==> src/rtl/bcd_to_bin_seq_pkg.sv <==
// -----------------------------------------------------------------------------
// bcd_to_bin_seq_pkg
// Definitions shared by the clock-face digit blocks:
//   - conv_state_e : IDLE / CONV / DONE encoding of the digit converters
//   - BCD_W        : bits per BCD digit
//   - BCD_MAX      : largest legal BCD digit value
//   - DEF_N_DIGITS / DEF_BIN_W : default digit count and binary width
//   - bcd_digit_invalid() : flags a nibble that is not a decimal digit
// -----------------------------------------------------------------------------
package bcd_to_bin_seq_pkg;

    typedef enum logic [1:0] {
        ST_IDLE = 2'd0,
        ST_CONV = 2'd1,
        ST_DONE = 2'd2
    } conv_state_e;

    localparam int BCD_W        = 4;
    localparam int BCD_MAX      = 9;
    localparam int DEF_N_DIGITS = 4;
    // 2^14 = 16384 > 9999, the largest 4-digit BCD value.
    localparam int DEF_BIN_W    = 14;

    function automatic logic bcd_digit_invalid(input logic [BCD_W-1:0] digit);
        return (digit > BCD_W'(BCD_MAX));
    endfunction

endpackage

==> src/rtl/bcd_to_bin_seq_if.sv <==
// -----------------------------------------------------------------------------
// bcd_to_bin_seq_if
// Request/response bundle of the BCD-to-binary converter.
//   start   : conversion request (requester -> converter)
//   bcd_in  : packed BCD digits, most-significant digit in the top nibble
//   busy    : converter not idle
//   done    : one-cycle pulse, bin_out/err valid
//   bin_out : binary result, held until the next done
//   err     : an input nibble was above 9, held with bin_out
// Modports: master = requester side, slave = converter side.
// -----------------------------------------------------------------------------
interface bcd_to_bin_seq_if
    import bcd_to_bin_seq_pkg::*;
#(
    parameter int N_DIGITS = DEF_N_DIGITS,
    parameter int BIN_W    = DEF_BIN_W
) ();

    logic                         start;
    logic [BCD_W*N_DIGITS-1:0]    bcd_in;
    logic                         busy;
    logic                         done;
    logic [BIN_W-1:0]             bin_out;
    logic                         err;

    modport master (
        output start,
        output bcd_in,
        input  busy,
        input  done,
        input  bin_out,
        input  err
    );

    modport slave (
        input  start,
        input  bcd_in,
        output busy,
        output done,
        output bin_out,
        output err
    );

endinterface

==> src/rtl/bcd_to_bin_seq_mul10_add.sv <==
// -----------------------------------------------------------------------------
// bcd_to_bin_seq_mul10_add
// Combinational step of the converter: o_result = i_acc*10 + i_digit,
// truncated to BIN_W bits. The x10 is built from two shifts and an add
// ((acc<<3) + (acc<<1)), so no multiplier is inferred.
// Ports:
//   i_acc    [BIN_W-1:0] running accumulator
//   i_digit  [3:0]       next BCD digit (not range checked here)
//   o_result [BIN_W-1:0] acc*10 + digit modulo 2^BIN_W
// -----------------------------------------------------------------------------
module bcd_to_bin_seq_mul10_add
    import bcd_to_bin_seq_pkg::*;
#(
    parameter int BIN_W = DEF_BIN_W
) (
    input  logic [BIN_W-1:0] i_acc,
    input  logic [BCD_W-1:0] i_digit,
    output logic [BIN_W-1:0] o_result
);

    logic [BIN_W-1:0] w_acc_x8;
    logic [BIN_W-1:0] w_acc_x2;
    logic [BIN_W-1:0] w_digit_ext;

    assign w_acc_x8    = i_acc << 3;
    assign w_acc_x2    = i_acc << 1;
    assign w_digit_ext = BIN_W'(i_digit);

    // Overflow bits simply drop off; an oversize result only occurs for
    // invalid digits, whose result is discarded by the caller.
    assign o_result = w_acc_x8 + w_acc_x2 + w_digit_ext;

endmodule

==> src/rtl/bcd_to_bin_seq.sv <==
// -----------------------------------------------------------------------------
// bcd_to_bin_seq
// Sequential BCD-to-binary converter. One digit is folded into the
// accumulator per clock (acc = acc*10 + digit), most-significant first, so a
// conversion takes N_DIGITS cycles in CONV plus one DONE cycle regardless of
// the data. Used to write edited clock-face digits back into binary counters.
// Ports:
//   clk : system clock, rising edge
//   rst : synchronous active-high reset, wins over start
//   bus : bcd_to_bin_seq_if.slave (start, bcd_in, busy, done, bin_out, err)
// -----------------------------------------------------------------------------
module bcd_to_bin_seq
    import bcd_to_bin_seq_pkg::*;
#(
    parameter int N_DIGITS = DEF_N_DIGITS,
    parameter int BIN_W    = DEF_BIN_W
) (
    input  logic                  clk,
    input  logic                  rst,
    bcd_to_bin_seq_if.slave       bus
);

    localparam int                IN_W     = BCD_W * N_DIGITS;
    localparam int                IDX_W    = (N_DIGITS > 1) ? $clog2(N_DIGITS) : 1;
    localparam logic [IDX_W-1:0]  IDX_LAST = IDX_W'(N_DIGITS - 1);

    // ------------------------------------------------------------------
    // State and datapath registers with their next-state values
    // ------------------------------------------------------------------
    conv_state_e        r_state;
    conv_state_e        w_state_next;
    logic [IN_W-1:0]    r_digits;
    logic [IN_W-1:0]    w_digits_next;
    logic [BIN_W-1:0]   r_acc;
    logic [BIN_W-1:0]   w_acc_next;
    logic [IDX_W-1:0]   r_idx;
    logic [IDX_W-1:0]   w_idx_next;
    logic               r_invalid;
    logic               w_invalid_next;
    logic [BIN_W-1:0]   r_bin_out;
    logic [BIN_W-1:0]   w_bin_out_next;
    logic               r_err;
    logic               w_err_next;

    // ------------------------------------------------------------------
    // Digit slicing and input validity check
    // ------------------------------------------------------------------
    logic [BCD_W-1:0]    w_digit_arr [N_DIGITS];
    logic [N_DIGITS-1:0] w_nib_bad;
    logic                w_in_invalid;
    logic [BCD_W-1:0]    w_cur_digit;
    logic [BIN_W-1:0]    w_mac;

    generate
        for (genvar gi = 0; gi < N_DIGITS; gi++) begin : g_digit
            assign w_digit_arr[gi] = r_digits[gi*BCD_W +: BCD_W];
            // Checked on the live input so the flag is captured on the
            // accepting edge together with the digits.
            assign w_nib_bad[gi]   = bcd_digit_invalid(bus.bcd_in[gi*BCD_W +: BCD_W]);
        end
    endgenerate

    assign w_in_invalid = |w_nib_bad;
    assign w_cur_digit  = w_digit_arr[r_idx];

    bcd_to_bin_seq_mul10_add #(
        .BIN_W    (BIN_W)
    ) u_mul10_add (
        .i_acc    (r_acc),
        .i_digit  (w_cur_digit),
        .o_result (w_mac)
    );

    // ------------------------------------------------------------------
    // State register
    // ------------------------------------------------------------------
    always_ff @(posedge clk) begin
        if (rst) begin
            r_state   <= ST_IDLE;
            r_digits  <= '0;
            r_acc     <= '0;
            r_idx     <= '0;
            r_invalid <= 1'b0;
            r_bin_out <= '0;
            r_err     <= 1'b0;
        end else begin
            r_state   <= w_state_next;
            r_digits  <= w_digits_next;
            r_acc     <= w_acc_next;
            r_idx     <= w_idx_next;
            r_invalid <= w_invalid_next;
            r_bin_out <= w_bin_out_next;
            r_err     <= w_err_next;
        end
    end

    // ------------------------------------------------------------------
    // Next-state and datapath control
    // ------------------------------------------------------------------
    always_comb begin
        w_state_next   = r_state;
        w_digits_next  = r_digits;
        w_acc_next     = r_acc;
        w_idx_next     = r_idx;
        w_invalid_next = r_invalid;
        w_bin_out_next = r_bin_out;
        w_err_next     = r_err;

        unique case (r_state)
            ST_IDLE: begin
                if (bus.start) begin
                    w_digits_next  = bus.bcd_in;
                    w_acc_next     = '0;
                    w_idx_next     = IDX_LAST;
                    w_invalid_next = w_in_invalid;
                    w_state_next   = ST_CONV;
                end
            end

            ST_CONV: begin
                // Invalid input still runs every digit so the latency does
                // not depend on the data; only the published result is masked.
                w_acc_next = w_mac;
                if (r_idx == '0) begin
                    w_bin_out_next = r_invalid ? '0 : w_mac;
                    w_err_next     = r_invalid;
                    w_state_next   = ST_DONE;
                end else begin
                    w_idx_next = r_idx - 1'b1;
                end
            end

            ST_DONE: begin
                w_state_next = ST_IDLE;
            end

            default: begin
                w_state_next = ST_IDLE;
            end
        endcase
    end

    // ------------------------------------------------------------------
    // Outputs
    // ------------------------------------------------------------------
    assign bus.busy    = (r_state != ST_IDLE);
    assign bus.done    = (r_state == ST_DONE);
    assign bus.bin_out = r_bin_out;
    assign bus.err     = r_err;

endmodule

==> src/flat_wrapper.sv <==
// flat-port wrapper written by rule: the top's interface ports become plain ports
module bcd_to_bin_seq_flat import bcd_to_bin_seq_pkg::*;
#(
    parameter int N_DIGITS = DEF_N_DIGITS,
    parameter int BIN_W    = DEF_BIN_W
)
  (clk, rst, bus_start, bus_bcd_in, bus_busy, bus_done, bus_bin_out, bus_err);
  bcd_to_bin_seq_if #(.N_DIGITS(N_DIGITS), .BIN_W(BIN_W)) bus_i ();
  input  logic clk;
  input  logic rst;
  input wire logic [$bits(bus_i.start)-1:0] bus_start;
  input wire logic [$bits(bus_i.bcd_in)-1:0] bus_bcd_in;
  output wire logic [$bits(bus_i.busy)-1:0] bus_busy;
  output wire logic [$bits(bus_i.done)-1:0] bus_done;
  output wire logic [$bits(bus_i.bin_out)-1:0] bus_bin_out;
  output wire logic [$bits(bus_i.err)-1:0] bus_err;
  assign bus_i.start = bus_start;
  assign bus_i.bcd_in = bus_bcd_in;
  assign bus_busy = bus_i.busy;
  assign bus_done = bus_i.done;
  assign bus_bin_out = bus_i.bin_out;
  assign bus_err = bus_i.err;
  bcd_to_bin_seq #(.N_DIGITS(N_DIGITS), .BIN_W(BIN_W)) u_core (.clk(clk), .rst(rst), .bus(bus_i));
endmodule
==> config.mk <==
export PLATFORM = sky130hd
export DESIGN_NAME = bcd_to_bin_seq_flat
export DESIGN_NICKNAME = d
export VERILOG_FILES = /design/src/rtl/bcd_to_bin_seq_pkg.sv /design/src/rtl/bcd_to_bin_seq_if.sv /design/src/rtl/bcd_to_bin_seq_mul10_add.sv /design/src/rtl/bcd_to_bin_seq.sv /design/src/flat_wrapper.sv
export SDC_FILE = /design/constraint.sdc
export NUM_CORES = 1
export LEC_CHECK = 0
export BUFFER_PORTS_ARGS = -buffer_cell sky130_fd_sc_hd__buf_4
export CORE_ASPECT_RATIO = 1.25
export CORE_MARGIN = 3
export CORE_UTILIZATION = 45
export CTS_CLUSTER_DIAMETER = 100
export CTS_CLUSTER_SIZE = 30
export DETAILED_ROUTE_END_ITERATION = 16
export PLACE_DENSITY_LB_ADDON = 0.12
export SLEW_MARGIN = 20
export SYNTH_ARGS = -nofsm -noshare
export SYNTH_HDL_FRONTEND = slang
export SYNTH_SLANG_ARGS = --single-unit
==> constraint.sdc <==
create_clock -name clk -period 4.5 [get_ports clk]
set_input_delay 0.675 -clock clk [delete_from_list [all_inputs] [get_ports clk]]
set_output_delay 0.675 -clock clk [all_outputs]
set_load 0.05 [all_outputs]
Word level (Yosys, flattened, before mapping)
Cells that the tools add are included.
{"block": "totals", "output_inout_bits": 17, "register_bits": 49}
{"block": "op_classes", "bitwise": 1, "eq_ne": 5, "n_mux": 12, "n_reduce_logical": 10, "n_lt_le_gt_ge": 5, "add_sub_neg": 3}
{"cell": "$pmux W13 S2", "count": 1}
{"cell": "$gt A4 B4 Y1 const B", "count": 4}
{"cell": "$add A14 B14 Y14", "count": 1}
{"cell": "$add A14 B4 Y14", "count": 1}
{"cell": "$mux W14", "count": 1}
{"cell": "$mux W13", "count": 1}
{"cell": "$bmux W4 S2", "count": 1}
{"cell": "$mux W2", "count": 4}
{"cell": "$mux W4", "count": 2}
{"cell": "$pmux W2 S2", "count": 2}
{"cell": "$reduce_and A2 Y1", "count": 4}
{"cell": "$logic_not A2 Y1", "count": 2}
{"cell": "$ne A2 B2 Y1 const B", "count": 2}
{"cell": "$reduce_bool A2 Y1", "count": 2}
{"cell": "$reduce_or A4 Y1", "count": 1}
{"cell": "$ge A3 B3 Y1 const B", "count": 1}
{"cell": "$not A2 Y3", "count": 1}
{"cell": "$reduce_and A3 Y1", "count": 1}
{"cell": "$eq A2 B1 Y1 const B", "count": 1}
{"cell": "$eq A2 B2 Y1 const B", "count": 1}
{"cell": "$ne A2 B1 Y1 const B", "count": 1}
{"cell": "$sub A2 B1 Y2 const B", "count": 1}

Logic depth before layout (Yosys ltp)
{"block": "logic_depth", "word_depth": 6, "depth_mapped": 12, "mapped_depth_nobuf": 11}

Cells and area by module
A second synthesis with hierarchy kept.
{"block": "unflattened", "hier_cells": 308, "area_unflattened_um2": 2726.4}
{"module": "bcd_to_bin_seq", "cells_per_inst": 233, "seq_area_each_um2": 1001.0, "area_per_inst_um2": 2068.2, "instances": 1}
{"module": "bcd_to_bin_seq_mul10_add", "cells_per_inst": 75, "seq_area_each_um2": 0.0, "area_per_inst_um2": 658.1, "instances": 1}

Worst setup path after synthesis
OpenSTA, ideal clock, no wires.
{"block": "synth_path", "path_kind": "register to register", "startpoint": "register u_core.r_idx[0]", "endpoint": "register u_core.r_acc[8]", "path_stages_with_launch": 12, "setup_time_ps": 62, "synth_period_minus_slack_ps": 3293, "arrival_ps": 3231, "setup_slack_ps": 1207, "cell_sequence": "dfxtp_1 clkbuf_1 mux4_2 inv_1 fa_1 fa_1 nor2b_1 o31a_1 o21ai_0 nor2b_1 or4_2 nand3_1"}
{"block": "synth_between", "elab_chain_cells": 6}
{"item": "start, declared", "line": "bcd_to_bin_seq.sv:36", "text": "logic [IDX_W-1:0] r_idx;"}
{"item": "start signal, assigned", "line": "bcd_to_bin_seq.sv:90", "text": "r_idx <= w_idx_next;"}
{"item": "$not A2 Y3 (implied by the code)", "line": "bcd_to_bin_seq.sv:64", "text": "assign w_cur_digit = w_digit_arr[r_idx];"}
{"item": "$bmux W4 S2", "line": "bcd_to_bin_seq.sv:64"}
{"item": "$mux W4 (implied by the code) (2 in series)", "line": "bcd_to_bin_seq.sv:64"}
{"item": "$add A14 B4 Y14", "line": "bcd_to_bin_seq_mul10_add.sv:31", "text": "assign o_result = w_acc_x8 + w_acc_x2 + w_digit_ext;"}
{"item": "$pmux W13 S2", "line": "bcd_to_bin_seq.sv:109", "text": "unique case (r_state)"}
{"item": "end signal, assigned", "line": "bcd_to_bin_seq.sv:89", "text": "r_acc <= w_acc_next;"}
{"item": "end, declared", "line": "bcd_to_bin_seq.sv:34", "text": "logic [BIN_W-1:0] r_acc;"}
No other way between the ends. The select of a mux whose other input is x is not followed.
A chain may end at the register's enable or synchronous reset.

Worst setup path in the final report
Ends and elaborated chain as after synthesis.

==> metrics.cfg <==
[layout]
area_delta_synth_final_pct = 15.5
antenna_cells = 0
drive_above_1_share_pct = 15.9
nNetsFinal = 358
fillCellCount = 500

[synth]
yosys.area.top_type_share_pct = 38.8
ys_seq_area_share_pct = 38.8
synth-warning-count = 0
synth-async-reset-ratio_pct = 0
synth_ff_type = dfxtp_1
ys_types = 40
syn_nets = 332
synth_area_leaders = dfxtp_1 39%, ha_1 11%, a21oi_1 6.7%, nand2_1 6.4%, mux4_2 3.6%
synth.most_common_cell = dfxtp_1
netlist_area_um2 = 2530
yosysTopAreaCell = dfxtp_1
syn_area_per_cell_um2 = 8.78
syn_inst = 288
synth-edff-count = 0
synth_seq_cells = 49
synth_common_cells = 49 x dfxtp_1, 43 x nand2_1, 34 x a21oi_1

[outcome]
outcome = finished, final reports clean

[worst_setup_path]
path_buf_inv = 1
slowest_delay_ns = 0.54
crit_required_ns = 4.74
worstSetupStartpointType = register
criticalPathCategory = register to register
path_delay_family = simple AND/OR/NAND/NOR gates
crit_chain = mux4_2 -> inv_1 -> fa_1 -> fa_1 -> nor2b_1 -> o31a_1 -> o21ai_0 -> nor2b_1 -> or4_2 -> nand3_1
slowest_stage = mux4_2
cp_max_fo = 7
reg2reg_from = u_core.r_idx[0]$_SDFFE_PP0P_
cp-startpoint = u_core.r_idx[0]$_SDFFE_PP0P_
cp.arrival_ns = 3.64
crit_path_end_kind = register

[sta]
setup_viol = 0
relSlewSlack_pct = 32.0
fin_setup_tns_ns = 0
finalClockSkew_ns = 0.00558
min_period_over_period_pct = 75.4
fin_crit_ns = 3.39
rsz0062_at_grt = no
whs_ns = 0.457
hold_viol = 0
drv_slew = 0
max_freq_ghz = 0.295
tightest_slew_ns = 1.02
fin_ws_ns = 1.11

[die]
die_y_um = 89.8
dieArea_um2 = 6560
fp-row-count = 29
start_util_pct = 48.0
core_um2 = 5260
die_width_um = 73.0
io-pin-count = 36

[clocking]
cts.hold.buffers_added = 0
cts_resized = 0
cts.sinks = 49
clockBufferDepth = 2
cts_setup_buffers = 0
h-tree-depth = 2
clock_latency_ns = 0.30
cts_root_buf = clkbuf_8
cts_tree = yes
cts_buffers = 5
cts.clk_slew.worst_paths_ns = 0.09

[place]
port_buffers = 35
place_congestion = 0.845
pre_cts_ws_ns = 1.14
dp_hpwl_um = 4020

[routing]
totalWireLength_um = 5540
antenna_left = 0
drtPass1Iterations = 4
vias_per_cell = 5.52
routed-via-count = 2081
drc = 0
drt_iter0_markers = 61
wl_per_cell_um = 14.7

[pwr]
power_density_nw_per_um2 = 318
ir_worst_vdd_mv = 0.171
p_leak_nw = 1.30

[global_route]
grt_pass1_wl_um = 9600
grt_max_degree = 50
antenna_found_initial = 0
grt_pass1_vias = 1990
gr-total-overflow = 0
grt_usage_pct = 18.3

[worst_hold_path]
min_from = u_core.r_digits[11]$_SDFFE_PP0P_
hp-class = register to register

[run]
cap_violations = 0

-- report_power, final --
| part | internal (mW) | leakage, nW | switching, mW |
|---|---|---|---|
| Sequential | 0.451 | 0.399 | 0.0157 |
| Clock | 0.181 | 0.0585 | 0.146 |
| Combinational | 0.0517 | 0.847 | 0.0835 |
| Total | 0.684 | 1.30 | 0.246 |
-- logic make-up (layout without fill, tap and decap cells) --
| logic type | Yosys count | count (layout) | synth area share (%) |
|---|---|---|---|
| muxes | 4 | 4 | 3.56 |
| AOI/OAI and AO/OA | 74 | 74 | 18.8 |
| xor gates and xnor gates | 11 | 11 | 3.81 |
| and+or+nand+nor | 97 | 97 | 17.6 |
| DFF | 49 | 49 | 38.8 |
| adders and majority gates | 25 | 25 | 13.0 |
| buffers and inverters | 28 | 55 | 4.46 |
-- per-stage QoR --
stage | instance area [um^2] | util [%] | instances | power, mW
floorplan | 2530 | - | 288 | 0.570
global placement | 2800 | 53.3 | 369 | 0.614
detailed placement | 2800 | 53.3 | 369 | 0.615
CTS | 2920 | 55.5 | 377 | 0.944
global route | 2920 | 55.5 | 377 | 0.979
finish | 2920 | 55.5 | 377 | 0.930
-- layout make-up --
type / count / area (um^2) / share of cell area (%)
Timing Repair Buffer: 36 / 270 / 9.25
Inverter: 11 / 41.3 / 1.41
Clock buffer: 7 / 86.3 / 2.96
Tap cell: 62 / 77.6 / 2.66
Multi-Input combinational cell: 211 / 1430 / 49.1
Sequential cell: 49 / 981 / 33.6
Clock inverter: 1 / 30.0 / 1.03
-- worst register-to-register path, delay by kind of cell, from the launching register on --
kind,cells,cell delay [ns]
AO/OA/AOI/OAI,2,0.29
adder cells (fa/ha/maj),2,0.94
buffers and inverters,1,0.08
flip-flops,1,0.53
multiplexers,1,0.54
AND/OR/NAND/NOR,4,0.96
-- metal layers --
metal  GRT usage, %  share of wire, %  vias to the layer above
met5              0                 0                        -
met4           6.31               1.4                        0
met3           3.46               4.0                        5
met2           29.0                50                       42
met1           24.4                45                      966
li1               -                 -                     1068
-- flip-flops by register name, summed over array words and instances, names as in the netlist --
| signal | cells |
|---|---|
| u_core.bus.bin_out | 14 |
| u_core.bus.err | 1 |
| u_core.r_acc | 13 |
| u_core.r_digits | 16 |
| u_core.r_idx | 2 |
| u_core.r_invalid | 1 |
| u_core.r_state | 2 |
-- layout by cell type (no fill, tap or decap), drive strengths merged, types with 5 or more instances in the layout --
master,count
a22o,8
inv,11
nor2,22
buf,36
nor2b,5
a21oi,34
o21ai,7
dfxtp,49
nand3,10
a21o,5
clkbuf,7
ha,23
xnor2,9
nand2,43
-- path summary, 6_finish.rpt --
kind | endpoint | cells past startpoint | slack [ns]
max | u_core.r_acc[8]$_SDFFE_PP0P_ | 10 | 1.11
min | u_core.r_digits[11]$_SDFFE_PP0P_ | 2 | 0.46
max reg2reg | u_core.r_acc[8]$_SDFFE_PP0P_ | 10 | 1.11
min reg2reg | u_core.r_digits[11]$_SDFFE_PP0P_ | 2 | 0.46
No activity file was read; power rests on OpenSTA's default activity.
